==> config.mk <==
export PLATFORM = sky130hd
export DESIGN_NAME = fetch_branch_unit
export DESIGN_NICKNAME = d
export VERILOG_FILES = /design/src/rtl/fetch_branch_unit_pkg.sv /design/src/rtl/fetch_branch_unit_next_pc_mux.sv /design/src/rtl/fetch_branch_unit.sv
export SDC_FILE = /design/constraint.sdc
export NUM_CORES = 1
export LEC_CHECK = 0
export CORE_MARGIN = 1
export CORE_UTILIZATION = 25
export DETAILED_ROUTE_END_ITERATION = 8
export GPL_TIMING_DRIVEN = 0
export PLACE_DENSITY_LB_ADDON = 0.15
export SLEW_MARGIN = 25
export SYNTH_ARGS = -nofsm -noshare
export SYNTH_HDL_FRONTEND = slang
export SYNTH_HIERARCHICAL = 1
export SYNTH_SLANG_ARGS = --single-unit
==> constraint.sdc <==
create_clock -name clk -period 6.3 [get_ports clk]
set_input_delay 1.26 -clock clk [delete_from_list [all_inputs] [get_ports clk]]
set_output_delay 1.26 -clock clk [all_outputs]
set_load 0.03 [all_outputs]
==> src/rtl/fetch_branch_unit_pkg.sv <==
// Shared constants and helpers for the fetch/branch stage and the ID decoder.
package fetch_branch_unit_pkg;

    localparam logic [31:0] RESET_PC_DEFAULT  = 32'h0000_0000;
    localparam logic [31:0] NOP_INSTR_DEFAULT = 32'h0000_0000; // sll $0,$0,0

    localparam logic [5:0] OP_J   = 6'h02;
    localparam logic [5:0] OP_BEQ = 6'h04;
    localparam logic [5:0] OP_BNE = 6'h05;

    typedef enum logic [1:0] {
        PC_SEQ,
        PC_BRANCH,
        PC_JUMP,
        PC_HOLD
    } pc_sel_t;

    function automatic logic [31:0] branch_target(input logic [31:0] pc4, input logic [31:0] imm);
        return pc4 + (imm << 2);
    endfunction

    function automatic logic [31:0] jump_target(input logic [31:0] pc4, input logic [25:0] index);
        return {pc4[31:28], index, 2'b00};
    endfunction

endpackage

==> src/rtl/fetch_branch_unit_next_pc_mux.sv <==
// Combinational next-PC selection: hold, sequential, branch or jump target.
module next_pc_mux
    import fetch_branch_unit_pkg::*;
(
    input  logic [31:0] pc,
    input  logic [31:0] ifid_pc4,
    input  logic [31:0] imm_ext,
    input  logic [25:0] jump_index,
    input  pc_sel_t     sel,
    output logic [31:0] next_pc
);

    always_comb begin
        next_pc = pc + 32'd4;
        unique case (sel)
            PC_HOLD:   next_pc = pc;
            PC_JUMP:   next_pc = jump_target(ifid_pc4, jump_index);
            PC_BRANCH: next_pc = branch_target(ifid_pc4, imm_ext);
            default:   next_pc = pc + 32'd4;
        endcase
    end

endmodule

==> src/rtl/fetch_branch_unit.sv <==
// PC register and IF/ID pipeline register with ID-stage branch/jump resolution.
module fetch_branch_unit
    import fetch_branch_unit_pkg::*;
#(
    parameter logic [31:0] RESET_PC  = RESET_PC_DEFAULT,
    parameter logic [31:0] NOP_INSTR = NOP_INSTR_DEFAULT
) (
    input  logic        clk,
    input  logic        reset,
    input  logic        stall,
    input  logic        branch_eq,
    input  logic        branch_ne,
    input  logic        jump,
    input  logic        equal,
    input  logic [31:0] imm_ext,
    input  logic [25:0] jump_index,
    input  logic [31:0] imem_data,
    output logic [31:0] pc,
    output logic [31:0] ifid_instr,
    output logic [31:0] ifid_pc4,
    output logic        ifid_valid,
    output logic        flush,
    output logic [15:0] taken_count
);

    logic        v;
    logic        br_taken;
    logic        jmp_taken;
    logic        taken;
    logic [31:0] pc4;
    logic [31:0] next_pc;
    logic [15:0] taken_cnt;
    pc_sel_t     sel;

    assign v         = ifid_valid & ~stall;
    assign br_taken  = v & ((branch_eq & equal) | (branch_ne & ~equal));
    assign jmp_taken = v & jump;
    assign taken     = br_taken | jmp_taken;
    assign flush     = ~reset & taken;
    assign pc4       = pc + 32'd4;

    // Stall outranks any resolution because the ID operands are not yet valid.
    always_comb begin
        sel = PC_SEQ;
        if (stall)
            sel = PC_HOLD;
        else if (jmp_taken)
            sel = PC_JUMP;
        else if (br_taken)
            sel = PC_BRANCH;
    end

    next_pc_mux u_next_pc_mux (
        .pc         (pc),
        .ifid_pc4   (ifid_pc4),
        .imm_ext    (imm_ext),
        .jump_index (jump_index),
        .sel        (sel),
        .next_pc    (next_pc)
    );

    always_ff @(posedge clk) begin
        if (reset) begin
            pc         <= RESET_PC;
            ifid_instr <= NOP_INSTR;
            ifid_pc4   <= '0;
            ifid_valid <= 1'b0;
        end else if (!stall) begin
            pc <= next_pc;
            if (taken) begin
                ifid_instr <= NOP_INSTR;
                ifid_valid <= 1'b0;
            end else begin
                ifid_instr <= imem_data;
                ifid_pc4   <= pc4;
                ifid_valid <= 1'b1;
            end
        end
    end

    always_ff @(posedge clk) begin
        if (reset)
            taken_cnt <= '0;
        else if (taken && taken_cnt != '1)
            taken_cnt <= taken_cnt + 16'd1;
    end

    assign taken_count = taken_cnt;

endmodule

After elaboration in Yosys (flattened, before gate mapping)

Cells that the tools add are included.

Register bits after elaboration: 113
Bits of input ports: 97
Output and inout port bits: 114
Logic and storage cells: 34

$add $sub $neg: 3
Eq/ne operators: 4
Multiplexer cells: 6
Bitwise logic cells: 13
Reductions and logical operators: 3

Operators with widths:

| cell                                                                   | number |
|---|---|
| 32-bit case mux with 3 select lines                                    | 1 |
| 32-bit by 3-bit adder with 32-bit output (second input constant)       | 1 |
| 32-bit adder                                                           | 1 |
| 32-bit two-way mux                                                     | 1 |
| 16-bit by 1-bit adder with 16-bit output (second input constant)       | 1 |
| 16-bit inequality test (second input constant)                         | 1 |
| 1-bit bitwise AND                                                      | 6 |
| 1-bit NOT                                                              | 5 |
| 2-bit equality test (second input constant)                            | 2 |
| 2-bit two-way mux                                                      | 2 |
| 2-bit AND reduction                                                    | 2 |
| 2-bit by 1-bit equality test with 1-bit output (second input constant) | 1 |
| 1-bit two-way mux                                                      | 2 |
| 1-bit bitwise OR                                                       | 2 |
| 1-bit logical AND                                                      | 1 |

Longest topological paths before layout

Depth after elaboration: 10
Mapped depth: 15
Depth with buffers taken out: 12

By module

Netlist, hierarchy kept.

Modules (own cells, without submodules):

| module            | times used | cells an instance | area each (um2) |
|---|---|---|---|
| fetch_branch_unit | 1          | 517               | 4709.5 |
| next_pc_mux       | 1          | 503               | 3120.5 |

Least setup slack after synthesis

Ideal clock, no wire load.

Kind: input-to-reg
From: in stall
To: reg pc[4]
Library setup time: 66 ps
Data arrival time: 3724 ps
Required time: 6234 ps
Path slack: 2510 ps
Cell stages on the path: 14
Cells stage by stage: clkbuf_1 clkbuf_1 clkbuf_1 inv_1 o31ai_1 inv_1 clkbuf_1 nor2_1 clkbuf_1 clkbuf_1 nand3_1 o211ai_1 mux2i_1 nor2_1

RTL lines:

| item                                                                                  | line                                | RTL |
|---|---|---|
| from (decl)                                                                           | fetch_branch_unit.sv:10             | `input logic stall,` |
| 1-bit NOT (no line)                                                                   | --                                  |  |
| 1-bit bitwise AND                                                                     | fetch_branch_unit.sv:35             | `assign v = ifid_valid & ~stall;` |
| 1-bit bitwise AND                                                                     | fetch_branch_unit.sv:36             | `assign br_taken = v & ((branch_eq & equal) \| (branch_ne & ~equal));` |
| 1-bit two-way mux                                                                     | fetch_branch_unit.sv:49             | `else if (br_taken)` |
| 2-bit two-way mux                                                                     | fetch_branch_unit.sv:47             | `else if (jmp_taken)` |
| 2-bit two-way mux *                                                                   | fetch_branch_unit.sv:45             | `if (stall)` |
| net sel[0]                                                                            | fetch_branch_unit.sv:33             | `pc_sel_t sel;` |
| 2-bit by 1-bit equality test with 1-bit output or 2-bit equality test (tied branches) | fetch_branch_unit_next_pc_mux.sv:15 | `unique case (sel)` |
| 32-bit case mux with 3 select lines *                                                 | fetch_branch_unit_next_pc_mux.sv:15 |  |
| net next_pc[4]                                                                        | fetch_branch_unit.sv:31             | `logic [31:0] next_pc;` |
| to (signal assigned)                                                                  | fetch_branch_unit.sv:69             | `pc <= next_pc;` |
| to (decl)                                                                             | fetch_branch_unit.sv:18             | `output logic [31:0] pc,` |

The timed path passes the listed nets; every way through them passes the cells marked *.
A chain may end at the register's enable or synchronous reset.

Final worst setup path

Same ends and word-level chain as after synthesis.

==> reports/metrics.cfg <==
[status]
status=finished clean

[job]
cap_violations=0

[yosys]
synth_xor_area_share_pct=6.49
synth_area_sq_um=7830
synth-compound-area-share_pct=22.9
synthFlopType=dfxtp_1
yosys_register_bits=113
synth.avg_cell_area_sq_um=7.68
async_reset_ff_share_pct=0
ys_warn_count=6
yosys.cell_types.count=70
syn-num-nets=1150
synth_edf_count=0
synth_top_family_by_area=simple AND/OR/NAND/NOR gates
ys_seq_area_share_pct=28.9
syn_inst=1020
synth_fa_ha_area_share_pct=5.37
synth_mux_area_share_pct=6.36
synthSimpleGateAreaFrac_pct=25.7

[critical_path]
cp_slowest_stage_delay_ps=590
r2r_start=ifid_valid
worstPathRequired_ps=6650
r2r-end=pc[4]
cp-end-kind=flip-flop
crit_path_max_fanout=10
cp_common_cell=clkbuf_1
crit_arrival_ps=5210
path_cells=clkbuf_1 > clkbuf_1 > clkbuf_1 > inv_1 > o31ai_1 > inv_1 > clkbuf_1 > nor2_1 > clkbuf_1 > clkbuf_1 > nand3_1 > o211ai_1 > mux2i_1 > nor2_1
r2r_slack_ps=2860
cp_slowest_cell=clkbuf_1
crit_type=in -> reg
path_buf_inv=8
path_delay_family=buffers and inverters
start_kind=input port
reg2regPathDepth=11

[route]
drtPass1Iterations=5
ant_nets=0
routed_wl_um=32500
vias_per_cell=5.18
drt_iter0_drc=618
dr_total_vias=8570
routedWlPerCell_um=19.6
drcViolationCount=0

[cells_and_area]
area_growth_pct=40.4
layout.nets=1376
finalInstanceArea_sq_um=11000
drive_gt1_share_pct=4.92

[min_path]
hp-start=ifid_pc4[0]
whs_endpoint=ifid_pc4[0]
min_path_type=reg -> reg
whs_path_depth=2

[pwr]
power.density_nw_per_um2=235
ir_worst_vdd_v=0.000169
p_leak_nw=4.05

[grt]
overflow=0
grt.total_usage_pct=20.5
antenna_found_initial=1
grt_max_degree=17
first_global_vias=8409
grt_pass1_wl_um=49600

[placement]
place_area_sq_um=10400
numPortBuffers=206
dp_hpwl_um=24800
gp_congestion=0.875

[sta]
final.setup.tns_ps=0
max_slew.worst_pin.slew_ps=924
rsz0062_at_grt=false
period_needed_ps=4870
report.final.slew_viol_count=0
setup_viol=0
timing.final.crit_share_pct=77.3
hold_viol=0
clock.fmax_mhz=205
max_slew_margin_pct=37.9
fin_worst_skew_ps=16.5

[floorplan]
rows=64
ioPinCount=211
dieArea_sq_um=32000
die_w_um=179
initial_core_util_pct=25.5
die_y_um=179
coreArea_sq_um=30700

[cts]
numClockSinks=113
post_cts_buffers=0
cts_tree=yes
cts_made_buffers=17
clockRootBuffer=clkbuf_16
holdBufCountCts=0
clk_pin_slew_worst_paths_ps=60
htree_levels=4
cts_buffer_depth=2
worstSkewPairLatency_ps=420
cts_resized=0

==> synth_stat cells, drive strengths merged (4+ instances only) <==
library cell,instances,area (sq um)
a211oi,36,275
a21o,12,90.1
a21oi,78,390
a22oi,32,240
a31oi,5,31.3
a41oi,4,42.6
and2,9,56.3
and3,14,90.1
and4,11,96.3
buf,10,56.3
clkbuf,58,219
dfxtp,113,2260
ha,32,400
inv,15,56.3
mux2i,43,430
nand2,76,285
nand2b,9,56.3
nand3,37,190
nand4,26,178
nor2,163,612
nor2b,9,56.3
nor3,32,160
nor3b,4,30.0
nor4,9,86.3
o211ai,8,60.1
o21a,6,45.0
o21ai,37,185
o221ai,5,50.0
o22a,4,35.0
o22ai,15,93.8
o31ai,6,58.8
or3,8,55.1
xnor2,29,254
xor2,29,254
==> routing by layer <==
metal / track usage [%] / share of wire (%) / vias to the layer above
met1: 27.8 / 46 / 4064
met3: 3.29 / 5.3 / 31
met4: 5.44 / 1.7 / 0
met5: 0 / 0 / -
met2: 33.4 / 47 / 288
li1: - / - / 4187
==> report_power, final <==
part           internal (mW)  switching, mW  leakage [nW]
clock                  0.562          0.415         0.288
combinational          0.313          0.443          2.84
sequential             0.765         0.0810         0.927
total                   1.64          0.939          4.05
==> sequential cells by signal, indices dropped and copies added (netlist names) <==
signal,cells
ifid_valid,1
ifid_instr,32
ifid_pc4,32
taken_count,16
pc,32
==> layout make-up <==
| type | count | area [sq um] |
|---|---|---|
| Clock buffer | 17 | 425 |
| Sequential cell | 113 | 2260 |
| Inverter | 15 | 56.3 |
| Tap cell | 396 | 495 |
| Fill cell | 3222 | 19700 |
| Antenna cell | 1 | 2.50 |
| Buffer | 68 | 275 |
| Timing Repair Buffer | 207 | 2070 |
| Clock inverter | 15 | 158 |
| Multi-Input combinational cell | 824 | 5250 |
==> through the flow <==
stage | hold slack [ps] | power [mW] | worst slack [ps] | std cells | utilization, %
2_1_floorplan | 470 | 1.30 | 2510 | 1020 | -
3_3_place_gp | 461 | 1.61 | 1000 | 1622 | 33.9
3_5_place_dp | 467 | 1.61 | 992 | 1623 | 33.9
4_1_cts | 479 | 2.60 | 1410 | 1655 | 35.8
5_1_grt | 513 | 2.71 | 1080 | 1655 | 35.8
6_report | 479 | 2.58 | 1430 | 1656 | 35.8
==> logic make-up (layout without fill, tap and decap cells) <==
family	after synthesis	after routing
DFF	113	113
adders and majority gates	33	33
buffers and inverters	83	322
other	0	1
and+or+nand+nor	415	415
muxes	47	47
AOI/OAI and AO/OA	271	271
xor gates and xnor gates	58	58
==> worst min-delay path, stage by stage (launching register included) <==
cell	delay, ps
dfxtp_1	320
nand2_1	60
a21oi_1	50
==> cell usage in the layout (no fill, tap or decap), types with 5 or more instances in the layout <==
cell type | synthesis | final
a31oi_1 | 5 | 5
mux2i_1 | 43 | 43
and2_1 | 8 | 8
o21ai_0 | 36 | 36
and4_1 | 11 | 11
and3_1 | 12 | 12
xor2_1 | 29 | 29
o211ai_1 | 8 | 8
clkbuf_1 | 57 | 57
o31ai_1 | 5 | 5
nand2b_1 | 9 | 9
inv_6 | 0 | 7
inv_1 | 14 | 14
or3_1 | 7 | 7
o21a_1 | 6 | 6
nor2b_1 | 9 | 9
a21o_1 | 12 | 12
nand2_1 | 76 | 76
nand4_1 | 25 | 25
clkbuf_16 | 0 | 17
nor4_1 | 7 | 6
clkdlybuf4s50_1 | 0 | 206
nand3_1 | 36 | 36
o22ai_1 | 15 | 15
dfxtp_1 | 113 | 113
nor3_1 | 32 | 31
a21oi_1 | 78 | 78
a211oi_1 | 35 | 35
xnor2_1 | 29 | 29
ha_1 | 32 | 32
nor2_1 | 163 | 163
a22oi_1 | 32 | 32
==> worst max-delay path by stage <==
| stage | endpoint | cells after the start | slack (ps) | startpoint |
|---|---|---|---|---|
| global route | pc[4] | 14 | 1080 | stall |
| CTS | pc[4] | 14 | 1410 | stall |
| detailed placement | pc[4] | 14 | 990 | stall |
| global placement | pc[4] | 14 | 1000 | stall |
| finish | pc[4] | 14 | 1430 | stall |
| floorplan | pc[4] | 14 | 2510 | stall |
No activity file was read; power rests on OpenSTA's default activity.
